===== src/rtl/dm_arb_pkg.sv =====
// -----------------------------------------------------------------------------
// dm_arb_pkg
// Shared definitions for the data-memory arbiter and its grant picker:
//   - dm_arb_state_e : ownership state of the shared memory port
//   - P0 / P1        : requester indices (core / loader-debug master)
//   - LOCK_MAX_DEFAULT : default limit on consecutive locked port-1 beats
//   - STALL_W        : width of the optional stall counters
// -----------------------------------------------------------------------------
package dm_arb_pkg;

    typedef enum logic [1:0] {
        IDLE  = 2'd0,   // nobody was served last cycle
        OWN0  = 2'd1,   // port 0 was served last cycle
        OWN1  = 2'd2,   // port 1 was served last cycle, unlocked
        OWN1L = 2'd3    // port 1 was served last cycle under lock
    } dm_arb_state_e;

    localparam int P0 = 0;
    localparam int P1 = 1;

    localparam int LOCK_MAX_DEFAULT = 8;
    localparam int STALL_W          = 16;

endpackage


===== src/rtl/dm_arb_rr_pick.sv =====
// -----------------------------------------------------------------------------
// dm_arb_rr_pick
// Combinational 2-way grant decision with round-robin tie break and a
// port-1 lock extension.
// Ports:
//   enable     in  : arbitration allowed (low forces no grant)
//   req[1:0]   in  : per-port requests
//   last_owner in  : 0 = port 0 served most recently, 1 = port 1
//   locked     in  : port 1 was served under lock last cycle
//   lock_hold  in  : port 1 still asks for lock and has beats left
//   gnt[1:0]   out : one-hot (or zero) grant
// -----------------------------------------------------------------------------
module dm_arb_rr_pick
    import dm_arb_pkg::*;
(
    input  logic       enable,
    input  logic [1:0] req,
    input  logic       last_owner,
    input  logic       locked,
    input  logic       lock_hold,
    output logic [1:0] gnt
);

    always_comb begin
        gnt = 2'b00;
        if (enable) begin
            if (locked && req[P1] && lock_hold) begin
                gnt[P1] = 1'b1;
            end else if (req[P0] && req[P1]) begin
                // Tie: the port that was not served last wins. An expired
                // or dropped lock always has last_owner = 1, so this is
                // also the forced hand-back to port 0.
                if (last_owner) begin
                    gnt[P0] = 1'b1;
                end else begin
                    gnt[P1] = 1'b1;
                end
            end else begin
                gnt = req;
            end
        end
    end

endmodule


===== src/rtl/dm_arbiter.sv =====
// -----------------------------------------------------------------------------
// dm_arbiter
// Shares one single-port data memory between the core (port 0) and a
// loader/debug master (port 1). Grants and memory controls are
// combinational; read data is registered and flagged by a one-cycle
// RVALID pulse after the accepting edge.
// Optional feature macro: DM_ARB_STATS_EN adds saturating 16-bit stall
// counters STALL0_CNT / STALL1_CNT.
// Ports:
//   CLK, RST_N                  : clock, asynchronous active-low reset
//   Rx_REQ/WE/A/WD              : requester x access (x = 0, 1)
//   Rx_GNT                      : requester x granted this cycle
//   Rx_RD, Rx_RVALID            : registered read data and valid pulse
//   R1_LOCK                     : port 1 asks for back-to-back ownership
//   DMWE, DMA, DMWD, DMRD       : memory interface (DMRD asynchronous)
//   STALL0_CNT, STALL1_CNT      : stall counters (DM_ARB_STATS_EN only)
// -----------------------------------------------------------------------------
module dm_arbiter
    import dm_arb_pkg::*;
#(
    parameter int WL       = 32,
    parameter int AL       = 9,
    parameter int LOCK_MAX = LOCK_MAX_DEFAULT
) (
    input  logic               CLK,
    input  logic               RST_N,
    input  logic               R0_REQ,
    input  logic               R0_WE,
    input  logic [AL-1:0]      R0_A,
    input  logic [WL-1:0]      R0_WD,
    output logic               R0_GNT,
    output logic [WL-1:0]      R0_RD,
    output logic               R0_RVALID,
    input  logic               R1_REQ,
    input  logic               R1_WE,
    input  logic [AL-1:0]      R1_A,
    input  logic [WL-1:0]      R1_WD,
    output logic               R1_GNT,
    output logic [WL-1:0]      R1_RD,
    output logic               R1_RVALID,
    input  logic               R1_LOCK,
`ifdef DM_ARB_STATS_EN
    output logic [STALL_W-1:0] STALL0_CNT,
    output logic [STALL_W-1:0] STALL1_CNT,
`endif
    output logic               DMWE,
    output logic [AL-1:0]      DMA,
    output logic [WL-1:0]      DMWD,
    input  logic [WL-1:0]      DMRD
);

    localparam int CW = $clog2(LOCK_MAX + 1);
    localparam logic [CW-1:0] LOCK_LIMIT = CW'(LOCK_MAX);

    dm_arb_state_e state_reg, state_next;
    logic          last_owner_reg, last_owner_next;
    logic [CW-1:0] lock_cnt_reg, lock_cnt_next;

    logic [1:0]         req;
    logic [1:0]         we;
    logic [1:0][AL-1:0] addr;
    logic [1:0][WL-1:0] wdata;
    logic [1:0]         gnt;
    logic [1:0]         rd_accept;
    logic               lock_hold;

    logic [1:0][WL-1:0] rd_reg;
    logic [1:0]         rvalid_reg;

    assign req   = {R1_REQ, R0_REQ};
    assign we    = {R1_WE, R0_WE};
    assign addr  = {R1_A, R0_A};
    assign wdata = {R1_WD, R0_WD};

    assign lock_hold = R1_LOCK && (lock_cnt_reg < LOCK_LIMIT);

    // Reset level gates the grant so nothing reaches memory while RST_N is low.
    dm_arb_rr_pick u_pick (
        .enable     (RST_N),
        .req        (req),
        .last_owner (last_owner_reg),
        .locked     (state_reg == OWN1L),
        .lock_hold  (lock_hold),
        .gnt        (gnt)
    );

    assign R0_GNT = gnt[P0];
    assign R1_GNT = gnt[P1];

    // Memory-side mux; all zeros when nobody holds the grant.
    always_comb begin
        DMWE = 1'b0;
        DMA  = '0;
        DMWD = '0;
        if (gnt[P0]) begin
            DMWE = we[P0];
            DMA  = addr[P0];
            DMWD = wdata[P0];
        end else if (gnt[P1]) begin
            DMWE = we[P1];
            DMA  = addr[P1];
            DMWD = wdata[P1];
        end
    end

    // Ownership state register.
    always_ff @(posedge CLK or negedge RST_N) begin
        if (!RST_N) begin
            state_reg      <= IDLE;
            last_owner_reg <= 1'b1;
            lock_cnt_reg   <= '0;
        end else begin
            state_reg      <= state_next;
            last_owner_reg <= last_owner_next;
            lock_cnt_reg   <= lock_cnt_next;
        end
    end

    // Next-state logic.
    always_comb begin
        state_next      = IDLE;
        last_owner_next = last_owner_reg;
        lock_cnt_next   = '0;
        if (gnt[P0]) begin
            state_next      = OWN0;
            last_owner_next = 1'b0;
        end else if (gnt[P1]) begin
            last_owner_next = 1'b1;
            if (R1_LOCK) begin
                state_next = OWN1L;
                if (state_reg != OWN1L) begin
                    lock_cnt_next = CW'(1);
                end else if (lock_cnt_reg < LOCK_LIMIT) begin
                    lock_cnt_next = lock_cnt_reg + CW'(1);
                end else begin
                    // Port 1 alone under an exhausted lock: stay pinned at
                    // the limit so port 0 wins as soon as it asks.
                    lock_cnt_next = lock_cnt_reg;
                end
            end else begin
                state_next = OWN1;
            end
        end
    end

    // Per-port read return path (and optional stall counters).
    for (genvar gi = 0; gi < 2; gi++) begin : g_port
        assign rd_accept[gi] = gnt[gi] & req[gi] & ~we[gi];

        always_ff @(posedge CLK or negedge RST_N) begin
            if (!RST_N) begin
                rd_reg[gi]     <= '0;
                rvalid_reg[gi] <= 1'b0;
            end else begin
                rvalid_reg[gi] <= rd_accept[gi];
                if (rd_accept[gi]) begin
                    rd_reg[gi] <= DMRD;
                end
            end
        end

`ifdef DM_ARB_STATS_EN
        logic [STALL_W-1:0] stall_cnt_reg;

        always_ff @(posedge CLK or negedge RST_N) begin
            if (!RST_N) begin
                stall_cnt_reg <= '0;
            end else if (req[gi] && !gnt[gi] && (stall_cnt_reg != {STALL_W{1'b1}})) begin
                stall_cnt_reg <= stall_cnt_reg + 1'b1;
            end
        end
`endif
    end

    assign R0_RD     = rd_reg[P0];
    assign R1_RD     = rd_reg[P1];
    assign R0_RVALID = rvalid_reg[P0];
    assign R1_RVALID = rvalid_reg[P1];

`ifdef DM_ARB_STATS_EN
    assign STALL0_CNT = g_port[0].stall_cnt_reg;
    assign STALL1_CNT = g_port[1].stall_cnt_reg;
`endif

endmodule


===== config.mk =====
export PLATFORM = sky130hd
export DESIGN_NAME = dm_arbiter
export DESIGN_NICKNAME = d
export VERILOG_FILES = /design/src/rtl/dm_arb_pkg.sv /design/src/rtl/dm_arb_rr_pick.sv /design/src/rtl/dm_arbiter.sv
export SDC_FILE = /design/constraint.sdc
export NUM_CORES = 1
export LEC_CHECK = 0
export CORE_MARGIN = 1
export CORE_UTILIZATION = 36
export DETAILED_ROUTE_END_ITERATION = 8
export MAX_ROUTING_LAYER = met4
export PLACE_DENSITY_LB_ADDON = 0.3
export RECOVER_POWER = 50
export SLEW_MARGIN = 5
export SYNTH_ARGS = -nofsm -noshare
export SYNTH_HDL_FRONTEND = slang
export SYNTH_SLANG_ARGS = --single-unit

===== constraint.sdc =====
create_clock -name CLK -period 4.36 [get_ports CLK]
set_clock_uncertainty 0.2 [all_clocks]
set_input_delay 0.872 -clock CLK [delete_from_list [all_inputs] [get_ports CLK]]
set_output_delay 0.872 -clock CLK [all_outputs]
set_load 0.01 [all_outputs]

==> results of run 1 <==
## stage by stage
stage / power [uW] / area [um2] / setup WS [ns] / hold slack, ns
detailed placement: 1749 / 5655 / 0.1606 / 0.2739
finish: 2297 / 5888 / 0.1072 / 0.2183
CTS: 2378 / 5888 / 0.1373 / 0.2043
global placement: 1721 / 5655 / 0.2033 / 0.2664
floorplan: 1191 / 3231 / 1.238 / 0.3288
global route: 2413 / 5888 / 0.01641 / 0.2100
## area by class of cell
| type | count | area share, % |
|---|---|---|
| Multi-Input combinational cell | 134 | 22.31 |
| Antenna cell | 1 | 0.04250 |
| Timing Repair Buffer | 235 | 40.29 |
| Inverter | 1 | 0.06375 |
| Tap cell | 108 | 2.295 |
| Sequential cell | 73 | 31.05 |
| Clock buffer | 10 | 2.167 |
| Clock inverter | 5 | 1.785 |
## synthesized netlist by cell type, types with 2 or more instances
library cell / n / share of area, %
mux2_2: 35 / 12
dfrtp_1: 72 / 56
a21oi_1: 2 / 0.31
buf_4: 3 / 0.70
xor2_1: 2 / 0.54
nor2_1: 3 / 0.35
clkbuf_1: 4 / 0.46
mux2_1: 29 / 10
a32oi_1: 2 / 0.54
buf_6: 3 / 1.0
and3_1: 2 / 0.39
nor2b_1: 3 / 0.58
nand2_1: 3 / 0.35
buf_2: 6 / 0.93
a22o_1: 42 / 11
## critical path: stages
cell             delay, ns
clkdlybuf4s50_1       0.57
a21boi_1              0.35
a21oi_1               0.17
nor2b_2               0.19
buf_12                0.23
a22o_1                0.19
clkdlybuf4s50_1       0.58
## layer usage
metal,wire (um),vias to the layer above
met4,142,0
li1,-,1301
met5,0,-
met3,1081,14
met2,5033,119
met1,4296,1380
## power groups by stage
stage	combinational [uW]	clock (uW)	sequential (uW)
2_1_floorplan	201	0	990
3_3_place_gp	809	0	912
3_5_place_dp	824	0	925
4_1_cts	829	636	913
5_1_grt	826	658	929
6_report	777	615	906
## worst max-delay path by stage
| stage | to | depth (start not counted) | start | slack [ns] |
|---|---|---|---|---|
| 6_report | DMWD[3] | 7 | R1_REQ | 0.11 |
| 5_1_grt | DMWD[3] | 7 | R1_REQ | 0.02 |
| 4_1_cts | DMWD[3] | 7 | R1_REQ | 0.14 |
| 3_5_place_dp | DMWD[3] | 7 | R1_REQ | 0.16 |
| 3_3_place_gp | DMWD[3] | 7 | R1_REQ | 0.20 |
| 2_1_floorplan | DMWD[23] | 4 | R1_LOCK | 1.24 |
## cells by family (layout without fill, tap and decap cells)
group                      count (synthesis)  count (layout)  synth area share, %
xor gates and xnor gates                   2               2               0.5423
other                                      0               1                    0
AOI/OAI and AO/OA                         50              50                13.71
adders and majority gates                  1               1               0.3872
muxes                                     65              65                22.62
DFF                                       73              73                56.58
buffers and inverters                     17             251                3.253
and+or+nand+nor                           16              16                2.904
==> key figures, run 1 <==
Run status
  • Run status: complete, no violations

Timing
  • Period utilisation layout: 97.54%
  • Max Clock Freq: 235.1 MHz
  • Final Hold Vio Count: 0
  • Worst slew pin tran: 1.335 ns
  • RSZ-0062 raised after global routing: false
  • Setup TNS: 0 ns
  • Final setup violation count: 0
  • Max Slew Vio Count: 0
  • Slew headroom: 10.98%
  • Tmin final: 4.253 ns

Global routing
  • Largest net degree at the start of global routing: 57
  • First-pass GRT wire length: 16.82 mm
  • GRT Overall Usage: 24.01%
  • Top Usage Layer GRT: met2
  • GRT overflow: 0
  • Grt met1 use: 29.34%
  • M2 GR Usage: 37.00%
  • Met3 GRT Util: 10.19%
  • Vias in the first global route: 3,148
  • Initial antenna violation count: 1

Floorplan
  • Initial Utilization: 37.04%
  • Die extent in x: 96.73 um
  • DIE AREA: 0.009357 mm2
  • Top Ports: 231
  • Core Region: 0.008721 mm2
  • Site row count: 34
  • Chip height: 96.73 um

Clock network
  • Post-CTS resize count: 0
  • H-tree levels: 3
  • Max Root-Sink Buffers: 2
  • Clock sinks: 73
  • Num CTS Buffers: 9
  • CTS Root Cell: clkbuf_8
  • Clk_lat worst skew: 0.33 ns
  • TritonCTS clock tree: yes
  • Post-CTS Hold Buffers: 0
  • Clock-pin slew on the worst setup and hold paths: 0.07 ns
  • Post-CTS Setup Bufs: 0

Job
  • Max_cap viols: 0

Setup path
  • Critical path capture point type: primary output
  • R2r endpoint: R0_RD[27]
  • Worst EP arrival: 3.18 ns
  • Crit path kind: in2out
  • R2R setup slack: 1.86 ns
  • CP required: 3.29 ns
  • Maximum fanout along the worst path: 45
  • Critical Path Source Type: input port
  • R2r worst-path depth: 6
  • Worst R2R Start: last_owner_reg

Yosys
  • Distinct cells, synth: 28
  • Async S/R FF share, synth: 100.0%
  • Synthesized Nets: 346
  • EDFF count, synth: 0
  • Yosys reg bits: 73
  • Sequential area share after synthesis: 56.58%
  • Synthesized area: 0.003231 mm2
  • Syn avg cell area: 14.42 um2
  • Ys Warns: 0
  • Top_reg_cell synth: dfrtp_1
  • Post-synthesis cell count: 224

Placed design
  • HPWL after detailed placement: 8.092 mm
  • Port bufs: 230
  • Gpl congestion: 0.9534
  • DP Cell Count: 551

Layout
  • P&R area growth vs syn: 82.26%
  • Nets: 576
  • Most common cell after layout, fill and taps aside: clkdlybuf4s50_1
  • Share of cells above drive strength 1: 13.32%
  • Register area: 0.001828 mm2
  • Commonest cells after routing, fill and taps aside: clkdlybuf4s50_1 (179), dfrtp_1 (72), dlygate4sd3_1 (50), a22o_1 (42), mux2_2 (35)
  • Fillers: 665
  • Multi-input logic area: 0.001314 mm2
  • Final Util: 67.52%
  • Non-Filler Instances: 567

Pwr
  • Sequential share of power: 39.4%
  • P_sw: 605.2 uW
  • Clock Power Share: 26.8%
  • Leak: 0.002464 uW
  • Comb power frac: 33.8%
  • Switching Fraction: 26.34%
  • VDD IR max: 0.2977 mV
  • Internal power: 1692 uW
  • PwrDens: 390.2 mW/mm2

Drt
  • Drt pass-1 iters: 4
  • Post-route ant nets: 0
  • Mean number of vias per cell: 4.963
  • Post-DR wirelength/cell: 18.61 um
  • DRC viols: 0
  • Via count: 2,814
  • Drt total wl: 10.55 mm
  • DRT iter0 DRCs: 122

Worst hold path
  • Min-Delay Path Class: in2async
(Power assumes the default switching activity.)
==> run 2: changes to the inputs <==
--- a/config.mk
+++ b/config.mk
@@ -10,7 +10,7 @@
 export DETAILED_ROUTE_END_ITERATION = 8
 export MAX_ROUTING_LAYER = met4
 export PLACE_DENSITY_LB_ADDON = 0.3
-export RECOVER_POWER = 50
+export RECOVER_POWER = 100
 export SLEW_MARGIN = 5
 export SYNTH_ARGS = -nofsm -noshare
 export SYNTH_HDL_FRONTEND = slang
==> run 2 against run 1 <==
The run now ends with max-capacitance violations, max-slew violations left. Largest power group unchanged. Via count rose by 0.25%. Clock-buffer cell count did not move. Sequential share of layout area rose by 0.21 points. Power fell by 1.4%. Largest cell class unchanged. Flip-flop and latch count did not move. Clock power barely moved. Non-clock buffer count did not move.
==> key figures, run 2 (synthesis results as in run 1) <==
Run status
  • Run status: complete, but fails checks
  • Violated checks: max-capacitance violations, max-slew violations

Timing
  • Period utilisation layout: 96.91% (-0.63 points)
  • Max Clock Freq: 236.7 MHz (+0.65%)
  • Slew headroom: -16.71% (-28 points)
  • Final Hold Vio Count: 0 (unchanged)
  • Max Slew Vio Count: 10 (+10)
  • RSZ-0062 raised after global routing: false
  • Worst slew pin tran: 1.737 ns (+0.4020 ns)
  • Final setup violation count: 0 (unchanged)
  • Tmin final: 4.225 ns (-0.02760 ns)
  • Setup TNS: 0 ns (unchanged)

Pwr
  • PwrDens: 387.1 mW/mm2 (-0.78%)
  • Leak: 0.002571 uW (+4.3%)
  • VDD IR max: 0.2984 mV (+0.25%)

Drt
  • Post-route ant nets: 0 (unchanged)
  • Mean number of vias per cell: 4.975 (+0.25%)
  • Drt pass-1 iters: 4 (unchanged)
  • Post-DR wirelength/cell: 18.65 um (+0.17%)
  • Via count: 2,821 (+0.25%)
  • DRC viols: 0 (unchanged)
  • Drt total wl: 10.57 mm (+0.17%)
  • DRT iter0 DRCs: 91 (-25%)

Setup path
  • CP required: 3.29 ns (about the same)
  • Maximum fanout along the worst path: 45 (unchanged)
  • Critical path capture point type: primary output
  • Worst EP arrival: 3.15 ns (-0.03 ns)
  • Critical Path Source Type: input port
  • Crit path kind: in2out

Floorplan
  • Core Region: 0.008721 mm2 (unchanged)
  • Die extent in x: 96.73 um (unchanged)
  • DIE AREA: 0.009357 mm2 (unchanged)
  • Top Ports: 231 (unchanged)
  • Site row count: 34 (unchanged)
  • Chip height: 96.73 um (unchanged)
  • Initial Utilization: 37.04% (unchanged)

Layout
  • Fillers: 669 (+0.60%)
  • Commonest cells after routing, fill and taps aside: clkdlybuf4s50_1 (119), dlygate4sd3_1 (110), dfrtp_1 (72), a22o_1 (42), mux2_2 (34)
  • P&R area growth vs syn: 81.06%
  • Share of cells above drive strength 1: 12.45% (-0.87 points)
  • Nets: 576 (unchanged)
  • Most common cell after layout, fill and taps aside: clkdlybuf4s50_1
  • Non-Filler Instances: 567 (unchanged)

Global routing
  • Vias in the first global route: 3,148 (unchanged)
  • GRT Overall Usage: 24.01% (unchanged)
  • Initial antenna violation count: 1 (unchanged)
  • First-pass GRT wire length: 16.82 mm (unchanged)
  • Largest net degree at the start of global routing: 57 (unchanged)
  • GRT overflow: 0 (unchanged)

Clock network
  • Max Root-Sink Buffers: 2 (unchanged)
  • CTS Root Cell: clkbuf_8
  • Post-CTS resize count: 0 (unchanged)
  • Clk_lat worst skew: 0.33 ns (about the same)
  • Clock-pin slew on the worst setup and hold paths: 0.07 ns (about the same)
  • Clock sinks: 73 (unchanged)
  • TritonCTS clock tree: yes
  • Post-CTS Setup Bufs: 0 (unchanged)
  • Post-CTS Hold Buffers: 0 (unchanged)
  • H-tree levels: 3 (unchanged)
  • Num CTS Buffers: 9 (unchanged)

Placed design
  • HPWL after detailed placement: 8.092 mm (unchanged)
  • DP Cell Count: 551 (unchanged)
  • Port bufs: 230 (unchanged)
  • Gpl congestion: 0.9534 (unchanged)

Worst hold path
  • Min-Delay Path Class: in2async

Job
  • Max_cap viols: 1 (+1)
## run 2: cell types whose count changed in the layout (fill, tap and decap cells not counted), sizes merged
cell / change
buf: -1
clkbuf: +1
dlygate4sd3: +60
clkdlybuf4s50: -60
## run 2: layer usage
metal	track usage, %	part of all wire (%)	vias to the layer above
met4	5.626	1.3	0
met2	37.00	48	123
met1	29.34	41	1385
met3	10.19	9.6	14
li1	-	-	1299
met5	-	0	-
## run 2: final timing paths
check                                     from        end  slack (ns)  cells after the start
worst max-delay path                   R1_LOCK    DMWD[3]        0.13                      6
worst min-delay path                     RST_N  R0_RD[23]        0.22                      1
worst max register to register  last_owner_reg   R1_RD[5]        1.19                      5
worst min register to register       R0_RD[23]  R0_RD[23]        0.28                      1
max in group asynchronous                RST_N  R1_RD[12]        2.16                      2
min in group CLK                     R0_RD[23]  R0_RD[23]        0.28                      1
## run 2: critical path, stage by stage
cell             delay (ns)
clkdlybuf4s50_1        0.47
and3_1                 0.26
a221oi_1               0.45
buf_12                 0.28
a22o_1                 0.16
dlygate4sd3_1          0.65
## run 2: area by class of cell
class                      instances  area, um2  area share (%)
timing repair buffer             235       2370           40.51
sequential                        73       1828           31.25
multi-input combinational        134       1277           21.84
tap                              108      135.1           2.310
clock buffer                      10      127.6           2.182
clock inverter                     5      105.1           1.797
inverter                           1      3.754         0.06417
antenna                            1      2.502         0.04278
## run 2: where the power goes
part,leakage [uW],switching [uW],internal (uW)
Clock,0.000109,238,377
Combinational,0.00158,290,455
Sequential,0.000886,72.1,832
## run 2: metrics by stage
step	utilization (%)	instance area, um2	hold slack [ns]	total power, uW	setup WS [ns]
after floorplan	-	3231	0.3288	1191	1.238
after global placement	64.85	5655	0.2664	1721	0.2033
after detailed placement	64.85	5655	0.2739	1749	0.1606
after CTS	67.52	5888	0.2043	2378	0.1373
after global routing	67.07	5849	0.2100	2380	0.05198
final	67.07	5849	0.2202	2264	0.1348
